### src/rtl/store_unit_pkg.sv
// Shared definitions for the RV32I store path.
// STORE_UNIT_MISALIGN_EN adds the BEAT1 state used by word-crossing stores.
package store_pkg;

    localparam logic [2:0] F3_SB = 3'b000;
    localparam logic [2:0] F3_SH = 3'b001;
    localparam logic [2:0] F3_SW = 3'b010;

    typedef enum logic [2:0] {
        IDLE,
        BEAT0,
`ifdef STORE_UNIT_MISALIGN_EN
        BEAT1,
`endif
        RESP,
        ERR
    } state_e;

    function automatic logic [3:0] base_mask(input logic [2:0] funct3);
        case (funct3)
            F3_SB:   base_mask = 4'b0001;
            F3_SH:   base_mask = 4'b0011;
            F3_SW:   base_mask = 4'b1111;
            default: base_mask = 4'b0000;
        endcase
    endfunction

    function automatic logic f3_legal(input logic [2:0] funct3);
        f3_legal = (funct3 == F3_SB) || (funct3 == F3_SH) || (funct3 == F3_SW);
    endfunction

endpackage

### src/rtl/store_unit_if.sv
// Request and memory-write bus of the store unit.
// slave = store_unit side, master = execute stage / memory side.
interface store_unit_if #(parameter int unsigned ADDR_W = 32);

    logic              i_valid;
    logic              o_ready;
    logic [ADDR_W-1:0] i_addr;
    logic [31:0]       i_data;
    logic [2:0]        i_funct3;
    logic              o_mem_req;
    logic [ADDR_W-1:0] o_mem_addr;
    logic [31:0]       o_mem_wdata;
    logic [3:0]        o_mem_be;
    logic              i_mem_ack;
    logic              o_done;
    logic              o_err;

    modport slave (
        input  i_valid, i_addr, i_data, i_funct3, i_mem_ack,
        output o_ready, o_mem_req, o_mem_addr, o_mem_wdata, o_mem_be, o_done, o_err
    );

    modport master (
        output i_valid, i_addr, i_data, i_funct3, i_mem_ack,
        input  o_ready, o_mem_req, o_mem_addr, o_mem_wdata, o_mem_be, o_done, o_err
    );

endinterface

### src/rtl/store_unit_align.sv
// Combinational lane alignment: places masked store data into one or two
// word images with matching byte enables. The second image only exists
// when STORE_UNIT_MISALIGN_EN is defined.
module store_align
    import store_pkg::*;
(
    input  logic [31:0] data_i,
    input  logic [1:0]  off_i,
    input  logic [3:0]  mask_i,
    output logic [31:0] wdata0_o,
    output logic [3:0]  be0_o,
`ifdef STORE_UNIT_MISALIGN_EN
    output logic [31:0] wdata1_o,
`endif
    output logic [3:0]  be1_o
);

    logic [31:0] lane_data;
    logic [7:0]  m8;
`ifdef STORE_UNIT_MISALIGN_EN
    logic [63:0] shifted;
`endif

    // Zero the insignificant source bytes, then shift data and mask into place.
    always_comb begin
        lane_data = '0;
        for (int unsigned n = 0; n < 4; n++) begin
            lane_data[8*n +: 8] = mask_i[n] ? data_i[8*n +: 8] : 8'h00;
        end
        m8    = {4'b0000, mask_i} << off_i;
        be0_o = m8[3:0];
        be1_o = m8[7:4];
`ifdef STORE_UNIT_MISALIGN_EN
        shifted  = {32'h0, lane_data} << {off_i, 3'b000};
        wdata0_o = shifted[31:0];
        wdata1_o = shifted[63:32];
`else
        wdata0_o = lane_data << {off_i, 3'b000};
`endif
    end

endmodule

### src/rtl/store_unit.sv
// RV32I store unit: accepts SB/SH/SW, issues one or two aligned word writes
// over a req/ack bus, then pulses o_done (or o_err for illegal requests).
// STORE_UNIT_MISALIGN_EN: word-crossing stores are split into two beats;
// without it they are rejected with o_err and no beat is issued.
module store_unit
    import store_pkg::*;
#(
    parameter int unsigned ADDR_W = 32
) (
    input  logic         i_clk,
    input  logic         i_rst,
    store_unit_if.slave  bus
);

    state_e            state_q, state_d;
    logic              ready_q, ready_d;
    logic              req_q, req_d;
    logic [ADDR_W-1:0] addr_q, addr_d;
    logic [31:0]       wdata_q, wdata_d;
    logic [3:0]        be_q, be_d;
    logic              done_q, done_d;
    logic              err_q, err_d;
`ifdef STORE_UNIT_MISALIGN_EN
    logic [31:0]       wdata1_q, wdata1_d;
    logic [3:0]        be1_q, be1_d;
    logic [31:0]       al_wdata1;
`endif

    logic [31:0] al_wdata0;
    logic [3:0]  al_be0, al_be1;
    logic        bad_req;

    store_align u_align (
        .data_i   (bus.i_data),
        .off_i    (bus.i_addr[1:0]),
        .mask_i   (base_mask(bus.i_funct3)),
        .wdata0_o (al_wdata0),
        .be0_o    (al_be0),
`ifdef STORE_UNIT_MISALIGN_EN
        .wdata1_o (al_wdata1),
`endif
        .be1_o    (al_be1)
    );

    // Classify the incoming request as unsupported.
    always_comb begin
        bad_req = !f3_legal(bus.i_funct3);
`ifndef STORE_UNIT_MISALIGN_EN
        if ((al_be1 != 4'b0000) ||
            ((bus.i_funct3 == F3_SH) && bus.i_addr[0]) ||
            ((bus.i_funct3 == F3_SW) && (bus.i_addr[1:0] != 2'b00))) begin
            bad_req = 1'b1;
        end
`endif
    end

    // Next state and next registered outputs; bus fields are zero unless a beat is pending.
    always_comb begin
        state_d = state_q;
        ready_d = 1'b0;
        req_d   = 1'b0;
        addr_d  = '0;
        wdata_d = '0;
        be_d    = '0;
        done_d  = 1'b0;
        err_d   = 1'b0;
`ifdef STORE_UNIT_MISALIGN_EN
        wdata1_d = wdata1_q;
        be1_d    = be1_q;
`endif
        case (state_q)
            IDLE: begin
                ready_d = 1'b1;
                if (bus.i_valid && ready_q) begin
                    ready_d = 1'b0;
                    if (bad_req) begin
                        state_d = ERR;
                        err_d   = 1'b1;
                    end else begin
                        state_d = BEAT0;
                        req_d   = 1'b1;
                        addr_d  = {bus.i_addr[ADDR_W-1:2], 2'b00};
                        wdata_d = al_wdata0;
                        be_d    = al_be0;
`ifdef STORE_UNIT_MISALIGN_EN
                        wdata1_d = al_wdata1;
                        be1_d    = al_be1;
`endif
                    end
                end
            end
            BEAT0: begin
                if (bus.i_mem_ack) begin
`ifdef STORE_UNIT_MISALIGN_EN
                    if (be1_q != 4'b0000) begin
                        state_d = BEAT1;
                        req_d   = 1'b1;
                        addr_d  = addr_q + ADDR_W'(4);
                        wdata_d = wdata1_q;
                        be_d    = be1_q;
                    end else begin
                        state_d = RESP;
                        done_d  = 1'b1;
                    end
`else
                    state_d = RESP;
                    done_d  = 1'b1;
`endif
                end else begin
                    req_d   = 1'b1;
                    addr_d  = addr_q;
                    wdata_d = wdata_q;
                    be_d    = be_q;
                end
            end
`ifdef STORE_UNIT_MISALIGN_EN
            BEAT1: begin
                if (bus.i_mem_ack) begin
                    state_d = RESP;
                    done_d  = 1'b1;
                end else begin
                    req_d   = 1'b1;
                    addr_d  = addr_q;
                    wdata_d = wdata_q;
                    be_d    = be_q;
                end
            end
`endif
            RESP: begin
                state_d = IDLE;
                ready_d = 1'b1;
            end
            ERR: begin
                state_d = IDLE;
                ready_d = 1'b1;
            end
            default: begin
                state_d = IDLE;
                ready_d = 1'b1;
            end
        endcase
    end

    // State and output registers with synchronous reset.
    always_ff @(posedge i_clk) begin
        if (i_rst) begin
            state_q  <= IDLE;
            ready_q  <= 1'b1;
            req_q    <= 1'b0;
            addr_q   <= '0;
            wdata_q  <= '0;
            be_q     <= '0;
            done_q   <= 1'b0;
            err_q    <= 1'b0;
`ifdef STORE_UNIT_MISALIGN_EN
            wdata1_q <= '0;
            be1_q    <= '0;
`endif
        end else begin
            state_q  <= state_d;
            ready_q  <= ready_d;
            req_q    <= req_d;
            addr_q   <= addr_d;
            wdata_q  <= wdata_d;
            be_q     <= be_d;
            done_q   <= done_d;
            err_q    <= err_d;
`ifdef STORE_UNIT_MISALIGN_EN
            wdata1_q <= wdata1_d;
            be1_q    <= be1_d;
`endif
        end
    end

    assign bus.o_ready     = ready_q;
    assign bus.o_mem_req   = req_q;
    assign bus.o_mem_addr  = addr_q;
    assign bus.o_mem_wdata = wdata_q;
    assign bus.o_mem_be    = be_q;
    assign bus.o_done      = done_q;
    assign bus.o_err       = err_q;

endmodule
### src/flat_wrapper.sv
// flat-port wrapper written by rule: the top's interface ports become plain ports
module store_unit_flat import store_pkg::*;
#(
    parameter int unsigned ADDR_W = 32
)
  (i_clk, i_rst, bus_i_valid, bus_i_addr, bus_i_data, bus_i_funct3, bus_i_mem_ack, bus_o_ready, bus_o_mem_req, bus_o_mem_addr, bus_o_mem_wdata, bus_o_mem_be, bus_o_done, bus_o_err);
  store_unit_if #(.ADDR_W(ADDR_W)) bus_i ();
  input  logic i_clk;
  input  logic i_rst;
  input wire logic [$bits(bus_i.i_valid)-1:0] bus_i_valid;
  input wire logic [$bits(bus_i.i_addr)-1:0] bus_i_addr;
  input wire logic [$bits(bus_i.i_data)-1:0] bus_i_data;
  input wire logic [$bits(bus_i.i_funct3)-1:0] bus_i_funct3;
  input wire logic [$bits(bus_i.i_mem_ack)-1:0] bus_i_mem_ack;
  output wire logic [$bits(bus_i.o_ready)-1:0] bus_o_ready;
  output wire logic [$bits(bus_i.o_mem_req)-1:0] bus_o_mem_req;
  output wire logic [$bits(bus_i.o_mem_addr)-1:0] bus_o_mem_addr;
  output wire logic [$bits(bus_i.o_mem_wdata)-1:0] bus_o_mem_wdata;
  output wire logic [$bits(bus_i.o_mem_be)-1:0] bus_o_mem_be;
  output wire logic [$bits(bus_i.o_done)-1:0] bus_o_done;
  output wire logic [$bits(bus_i.o_err)-1:0] bus_o_err;
  assign bus_i.i_valid = bus_i_valid;
  assign bus_i.i_addr = bus_i_addr;
  assign bus_i.i_data = bus_i_data;
  assign bus_i.i_funct3 = bus_i_funct3;
  assign bus_i.i_mem_ack = bus_i_mem_ack;
  assign bus_o_ready = bus_i.o_ready;
  assign bus_o_mem_req = bus_i.o_mem_req;
  assign bus_o_mem_addr = bus_i.o_mem_addr;
  assign bus_o_mem_wdata = bus_i.o_mem_wdata;
  assign bus_o_mem_be = bus_i.o_mem_be;
  assign bus_o_done = bus_i.o_done;
  assign bus_o_err = bus_i.o_err;
  store_unit #(.ADDR_W(ADDR_W)) u_core (.i_clk(i_clk), .i_rst(i_rst), .bus(bus_i));
endmodule
### config.mk
export PLATFORM = sky130hd
export DESIGN_NAME = store_unit_flat
export DESIGN_NICKNAME = d
export VERILOG_FILES = /design/src/rtl/store_unit_pkg.sv /design/src/rtl/store_unit_if.sv /design/src/rtl/store_unit_align.sv /design/src/rtl/store_unit.sv /design/src/flat_wrapper.sv
export SDC_FILE = /design/constraint.sdc
export NUM_CORES = 1
export LEC_CHECK = 0
export ABC_CLOCK_PERIOD_IN_PS = 1740
export CAP_MARGIN = 15
export CORE_MARGIN = 2
export CORE_UTILIZATION = 30
export CTS_CLUSTER_SIZE = 20
export DETAILED_ROUTE_END_ITERATION = 16
export GPL_ROUTABILITY_DRIVEN = 0
export SETUP_SLACK_MARGIN = 0.3
export SLEW_MARGIN = 0
export SYNTH_ARGS = -nofsm -noshare
export SYNTH_HDL_FRONTEND = slang
export SYNTH_SLANG_ARGS = --single-unit
### constraint.sdc
create_clock -name i_clk -period 1.74 [get_ports i_clk]
set_input_delay 0.435 -clock i_clk [delete_from_list [all_inputs] [get_ports i_clk]]
set_output_delay 0.435 -clock i_clk [all_outputs]
set_load 0.03 [all_outputs]
==> results of run 1 <==
==> worst min path at each step <==
stage / to / depth (start not counted) / start / slack [ns]
CTS: u_core.bus.o_mem_wdata[8] / 2 / u_core.bus.o_mem_wdata[8] / 0.45
global placement: u_core.bus.o_mem_wdata[8] / 2 / u_core.bus.o_mem_wdata[8] / 0.44
finish: u_core.bus.o_mem_wdata[8] / 2 / u_core.bus.o_mem_wdata[8] / 0.44
detailed placement: u_core.bus.o_mem_wdata[8] / 2 / u_core.bus.o_mem_wdata[8] / 0.44
global route: u_core.bus.o_mem_wdata[9] / 2 / u_core.bus.o_mem_wdata[9] / 0.47
floorplan: u_core.state_q[1] / 1 / u_core.state_q[1] / 0.48
==> cell families after synthesis <==
| group | synth area share (%) |
|---|---|
| buffers and inverters | 5.00 |
| xor gates and xnor gates | 0.310 |
| muxes | 2.83 |
| other | 0.133 |
| DFF | 51.0 |
| and+or+nand+nor | 10.5 |
| AOI/OAI and AO/OA | 30.2 |
==> routing by layer <==
metal / routed length (µm) / up-vias / GRT usage (%)
li1: - / 1381 / -
met1: 4280 / 1321 / 23.7
met2: 4680 / 80 / 30.9
met3: 493 / 19 / 2.91
met4: 330 / 0 / 9.88
met5: 0 / - / 0
==> per-stage QoR <==
stage	utilization, %	cell area, µm²
finish	52.8	4850
global route	52.8	4850
CTS	54.4	5000
detailed placement	51.1	4700
global placement	51.1	4700
floorplan	-	3000
==> sequential cells by signal, indices dropped and copies added (netlist names) <==
signal / flops
u_core.bus.o_done: 1
u_core.bus.o_err: 1
u_core.bus.o_mem_addr: 30
u_core.bus.o_mem_be: 4
u_core.bus.o_mem_req: 1
u_core.bus.o_mem_wdata: 32
u_core.bus.o_ready: 1
u_core.state_q: 2
==> report_power, final <==
part / internal, mW / switching [mW] / leakage (nW)
Clock: 0.961 / 0.665 / 0.117
Combinational: 0.341 / 0.294 / 1.41
Sequential: 1.67 / 0.0174 / 0.581
Total: 2.98 / 0.976 / 2.11
==> layout make-up <==
cell class | instances | area share [%]
repair buffers | 185 | 32.8
flip-flops and latches | 72 | 29.7
multi-input cells | 176 | 29.5
well taps | 111 | 2.86
clock buffers | 10 | 2.63
clock inverters | 6 | 2.37
inverters | 1 | 0.0774
==> Yosys cell counts (all sizes together) <==
| cell | count | area, µm² |
|---|---|---|
| o22ai | 8 | 50.1 |
| and2 | 8 | 50.1 |
| nor4bb | 1 | 10.0 |
| and3b | 1 | 8.76 |
| dfxtp | 72 | 1440 |
| conb | 1 | 3.75 |
| nor2b | 1 | 6.26 |
| nand2b | 3 | 18.8 |
| and4bb | 1 | 12.5 |
| clkbuf | 6 | 22.5 |
| nor3 | 2 | 20.0 |
| nand3 | 1 | 5.00 |
| mux2i | 8 | 80.1 |
| o21ai | 8 | 40.0 |
| nor2 | 4 | 15.0 |
| a21oi | 13 | 68.8 |
| inv | 1 | 3.75 |
| o31a | 1 | 8.76 |
| o31ai | 1 | 7.51 |
| o2bb2ai | 8 | 70.1 |
| nor4b | 1 | 15.0 |
| a31oi | 8 | 50.1 |
| a211oi | 2 | 20.0 |
| xnor2 | 1 | 8.76 |
| o21ba | 1 | 10.0 |
| o211a | 1 | 10.0 |
| nor3b | 2 | 15.0 |
| nand2 | 27 | 101 |
| buf | 19 | 115 |
| a32o | 10 | 100 |
| a21o | 1 | 7.51 |
| or2 | 2 | 12.5 |
| or3 | 1 | 6.26 |
| a22o | 47 | 412 |
==> repair_timing <==
item	4_1_cts	5_1_grt
endpoints found under the setup margin	137	80
gates cloned	3	0
hold buffers	0	0
pin swaps	11	5
buffers inserted	4	3
hold endpoints to repair	0	0
resized for setup	317	65
==> flow_summary.yaml, run 1 <==
placed_design:
  portBuffers: 140
  dp.cells: 535
  detailed_place_hpwl_um: 6840
  place_ws_ns: -0.361
clocking:
  cts_tree: "built"
  root_buffer: "clkbuf_8"
  cts_buffer_depth: 2
  clock-sinks: 72
  clk_latency_ns: 0.34
  htree_levels: 3
  cts_buffers: 9
  clk_pin_slew_ns: 0.08
timing:
  timing.hold.ws_ns: 0.445
  setup_ws_ns: 0.334
  drv_slew: 0
  fin_skew_ns: 0.00630
  post-route-min-period_ns: 1.41
  period_share_pct: 80.8
  hold_viol_final: 0
  rsz0062_at_grt: "yes"
  fin_tns_setup_ns: 0
  clock.fmax_ghz: 0.711
  setup_viol: 0
detailed_routing:
  vias: 2801
  detail_route.wl_per_cell_um: 17.4
  drc: 0
  routed_wl_um: 9790
  vias_per_cell: 4.99
  drtPass1Iterations: 4
  drtIter0Drc: 96
  drtAntennaViolNets: 0
worst_setup_path:
  max_stage_delay_ns: 0.33
  crit_family: "flip-flops"
  path_max_fanout: 2
  cpMaxStageDelayCell: "dfxtp_1"
  critical_path_required_ns: 1.30
  crit_type: "register to primary output"
  path_buf_inv: 1
  crit_path_start_kind: "register"
  r2r_slack_ns: 0.37
  regToRegStartpoint: "u_core.state_q[0]"
  endpoint_kind: "primary output"
  r2r-end: "u_core.bus.o_mem_addr[3]"
  critPathLaunch: "u_core.bus.o_mem_wdata[24]"
  arrival_ns: 0.97
  ff2ff_path_depth: 5
  cp.depth: 1
  crit_chain: "clkdlybuf4s15_2"
  cp-endpoint: "bus_o_mem_wdata[24]"
cells_and_area:
  drive_gt1_share_pct: 34.9
  fin_cells: 561
  seq_area_um2: 1440
  diodes: 0
  mostFrequentLayoutCell: "dfxtp_1"
  final_cell_mix: "71 x dfxtp_1, 64 x buf_2, 62 x clkdlybuf4s50_1, 47 x a22o_1, 26 x nand2_1"
  fill_cells: 839
  multiInputGateArea_um2: 1430
  nNetsFinal: 516
  area_delta_synth_final_pct: 71.7
yosys:
  yosys_warnings: 0
  syn_inst: 272
  ys_ff_latch: 72
  synth_area_um2: 2830
  avgSynthCellArea_um2: 10.4
  yosys.cell_types.count: 37
  ys_seq_area_share_pct: 51.0
global_routing:
  first_global_vias: 2738
  overflow: 0
  grt_pass1_wl_um: 14600
  track_usage_pct: 18.8
  grt_max_degree: 33
  antenna_found_initial: 0
floorplan:
  initial_utilization_pct: 30.7
  rows: 35
  core_um2: 9200
  pin_count: 143
  fp.dieH_um: 101
  die_area_um2: 10200
  chipWidth_um: 101
status:
  status: "finished, final reports clean"
job:
  cap_viol_max_count: 0
pwr:
  power_leakage_nw: 2.11
  power_density_nw_per_um2: 814
  total_power_mw: 3.95
  peakVddDrop_v: 0.000399
worst_hold_path:
  hold_class: "register to register"
Note: power is estimated with default switching activity, not from simulation.
==> inputs of run 2 (changes only) <==
--- a/config.mk
+++ b/config.mk
@@ -5,7 +5,7 @@
 export SDC_FILE = /design/constraint.sdc
 export NUM_CORES = 1
 export LEC_CHECK = 0
-export ABC_CLOCK_PERIOD_IN_PS = 1740
+export ABC_CLOCK_PERIOD_IN_PS = 1300
 export CAP_MARGIN = 15
 export CORE_MARGIN = 2
 export CORE_UTILIZATION = 30
==> constraint.sdc (replaced) <==
create_clock -name i_clk -period 1.3 [get_ports i_clk]
set_input_delay 0.325 -clock i_clk [delete_from_list [all_inputs] [get_ports i_clk]]
set_output_delay 0.325 -clock i_clk [all_outputs]
set_load 0.03 [all_outputs]
==> run 2 against run 1 <==
  * The flow now finishes with violations (negative setup slack)
  * Sequential share of layout area shrank 2.4 points
  * Register-to-register slack worse by 0.49 ns
  * Non-clock buffer count increased by 25
  * Clock-buffer cell count up 1
  * Global-route usage grew 1.9 points
  * Power rose by 25%
  * Combinational power is 52% higher
  * Cell area rose by 16%
  * Die area unchanged
  * Clock skew grew 0.0067 ns
  * First-iteration DRC count rose by 32%
==> flow_summary.yaml, run 2 (same netlist as run 1, synthesis figures left out) <==
global_routing:
  antenna_found_initial: 0
  track_usage_pct: 20.7
  first_global_vias: 3038
  grt_pass1_wl_um: 16200
  grt_max_degree: 24
  overflow: 0
clocking:
  cts_buffers: 9
  htree_levels: 3
  clk_latency_ns: 0.34
  cts_buffer_depth: 2
  cts_tree: "built"
  root_buffer: "clkbuf_8"
  clock-sinks: 72
  clk_pin_slew_ns: 0.09
  ctsHoldBuffers: 0
timing:
  drv_slew: 0
  timing.hold.ws_ns: 0.407
  clock.fmax_ghz: 0.703
  period_share_pct: 109
  hold_viol_final: 0
  fin_skew_ns: 0.0130
  setup_ws_ns: -0.123
  rsz0062_at_grt: "yes"
  fin_tns_setup_ns: -3.09
  setup_viol: 68
  post-route-min-period_ns: 1.42
detailed_routing:
  drtAntennaViolNets: 0
  drtIter0Drc: 127
  drc: 0
  drtPass1Iterations: 4
  vias: 3004
  routed_wl_um: 10700
  detail_route.wl_per_cell_um: 18.2
  vias_per_cell: 5.13
cells_and_area:
  seq_area_um2: 1550
  fin_util_pct: 61.5
  drive_gt1_share_pct: 54.5
  mostFrequentLayoutCell: "buf_6"
  nNetsFinal: 541
  fin_area_um2: 5650
  area_delta_synth_final_pct: 100
  diodes: 0
  fin_cells: 586
  multiInputGateArea_um2: 1470
  largest_register_ffs: 32
  fill_cells: 781
  final_cell_mix: "76 x buf_6, 66 x dfxtp_2, 62 x clkdlybuf4s50_1, 47 x a22o_1, 43 x buf_4"
worst_setup_path:
  path_buf_inv: 4
  cpMaxStageDelayCell: "dfxtp_2"
  crit_family: "buffers and inverters"
  endpoint_kind: "register"
  cp.depth: 6
  path_max_fanout: 8
  ff2ff_path_depth: 6
  crit_chain: "buf_6 > nor4b_4 > buf_6 > buf_4 > buf_16 > or2_2"
  r2r_slack_ns: -0.12
  arrival_ns: 1.66
  critical_path_required_ns: 1.54
  critPathLaunch: "u_core.state_q[0]"
  regToRegStartpoint: "u_core.state_q[0]"
  crit_path_start_kind: "register"
  r2r-end: "u_core.bus.o_mem_req"
  cp-endpoint: "u_core.bus.o_mem_req"
  max_stage_delay_ns: 0.34
  path_common_cell: "buf_6"
  crit_type: "register to register"
floorplan:
  fp.dieH_um: 101
  rows: 35
  initial_utilization_pct: 30.7
  die_area_um2: 10200
  pin_count: 143
  core_um2: 9200
  chipWidth_um: 101
placed_design:
  place_ws_ns: -0.676
  dp.cells: 542
  dpl_cell_area_um2: 4680
  detailed_place_hpwl_um: 6830
  portBuffers: 140
status:
  status: "finished, violations left"
  violations: "negative setup slack"
pwr:
  total_power_mw: 4.95
  power_density_nw_per_um2: 876
  power_leakage_nw: 2.36
  peakVddDrop_v: 0.000434
job:
  cap_viol_max_count: 0
worst_hold_path:
  hold_class: "primary input to register"
[run 2: changes by cell type in the layout (fill, tap and decap cells not counted), sizes merged]
cell           delta
clkbuf            +2
buf              +30
clkinv            +1
inv               +1
bufinv            -3
clkdlybuf4s15     -6
[run 2: final cells by class]
class / instances / area share [%]
repair buffers: 210 / 40.8
flip-flops and latches: 72 / 27.4
multi-input cells: 176 / 26.0
clock buffers: 11 / 2.70
well taps: 111 / 2.46
clock inverters: 5 / 0.620
inverters: 1 / 0.0664
[run 2: where the power goes]
part	internal [mW]	switching (mW)	leakage, nW
Clock	0.818	0.902	0.0952
Combinational	0.543	0.422	1.64
Sequential	2.24	0.0269	0.619
Total	3.60	1.35	2.36
[run 2: how the worst min path moves through the flow]
stage	from	endpoint	slack [ns]	depth (start not counted)
floorplan	i_rst	u_core.state_q[1]	0.39	1
global placement	u_core.bus.o_mem_wdata[12]	u_core.bus.o_mem_wdata[12]	0.44	2
detailed placement	u_core.bus.o_mem_wdata[14]	u_core.bus.o_mem_wdata[14]	0.45	2
CTS	i_rst	u_core.state_q[1]	0.40	3
global route	i_rst	u_core.state_q[1]	0.41	3
finish	i_rst	u_core.state_q[1]	0.41	3
[run 2: timing repair]
action                                  CTS  global route
setup buffers                            13             6
pin swaps                                 9             9
endpoints found under the setup margin  140           140
gates cloned                              7             2
gates resized for setup                 182            14
[run 2: worst min-delay path, cell delays in order]
cell	delay, ns
dlygate4sd2_1	0.21
buf_4	0.14
nor3b_2	0.04
[run 2: per-layer routing]
| metal | share of wire (%) | global-route usage [%] |
|---|---|---|
| met1 | 41 | 26.4 |
| met2 | 49 | 34.4 |
| met3 | 6.0 | 3.05 |
| met4 | 3.2 | 9.36 |
| met5 | 0 | 0 |
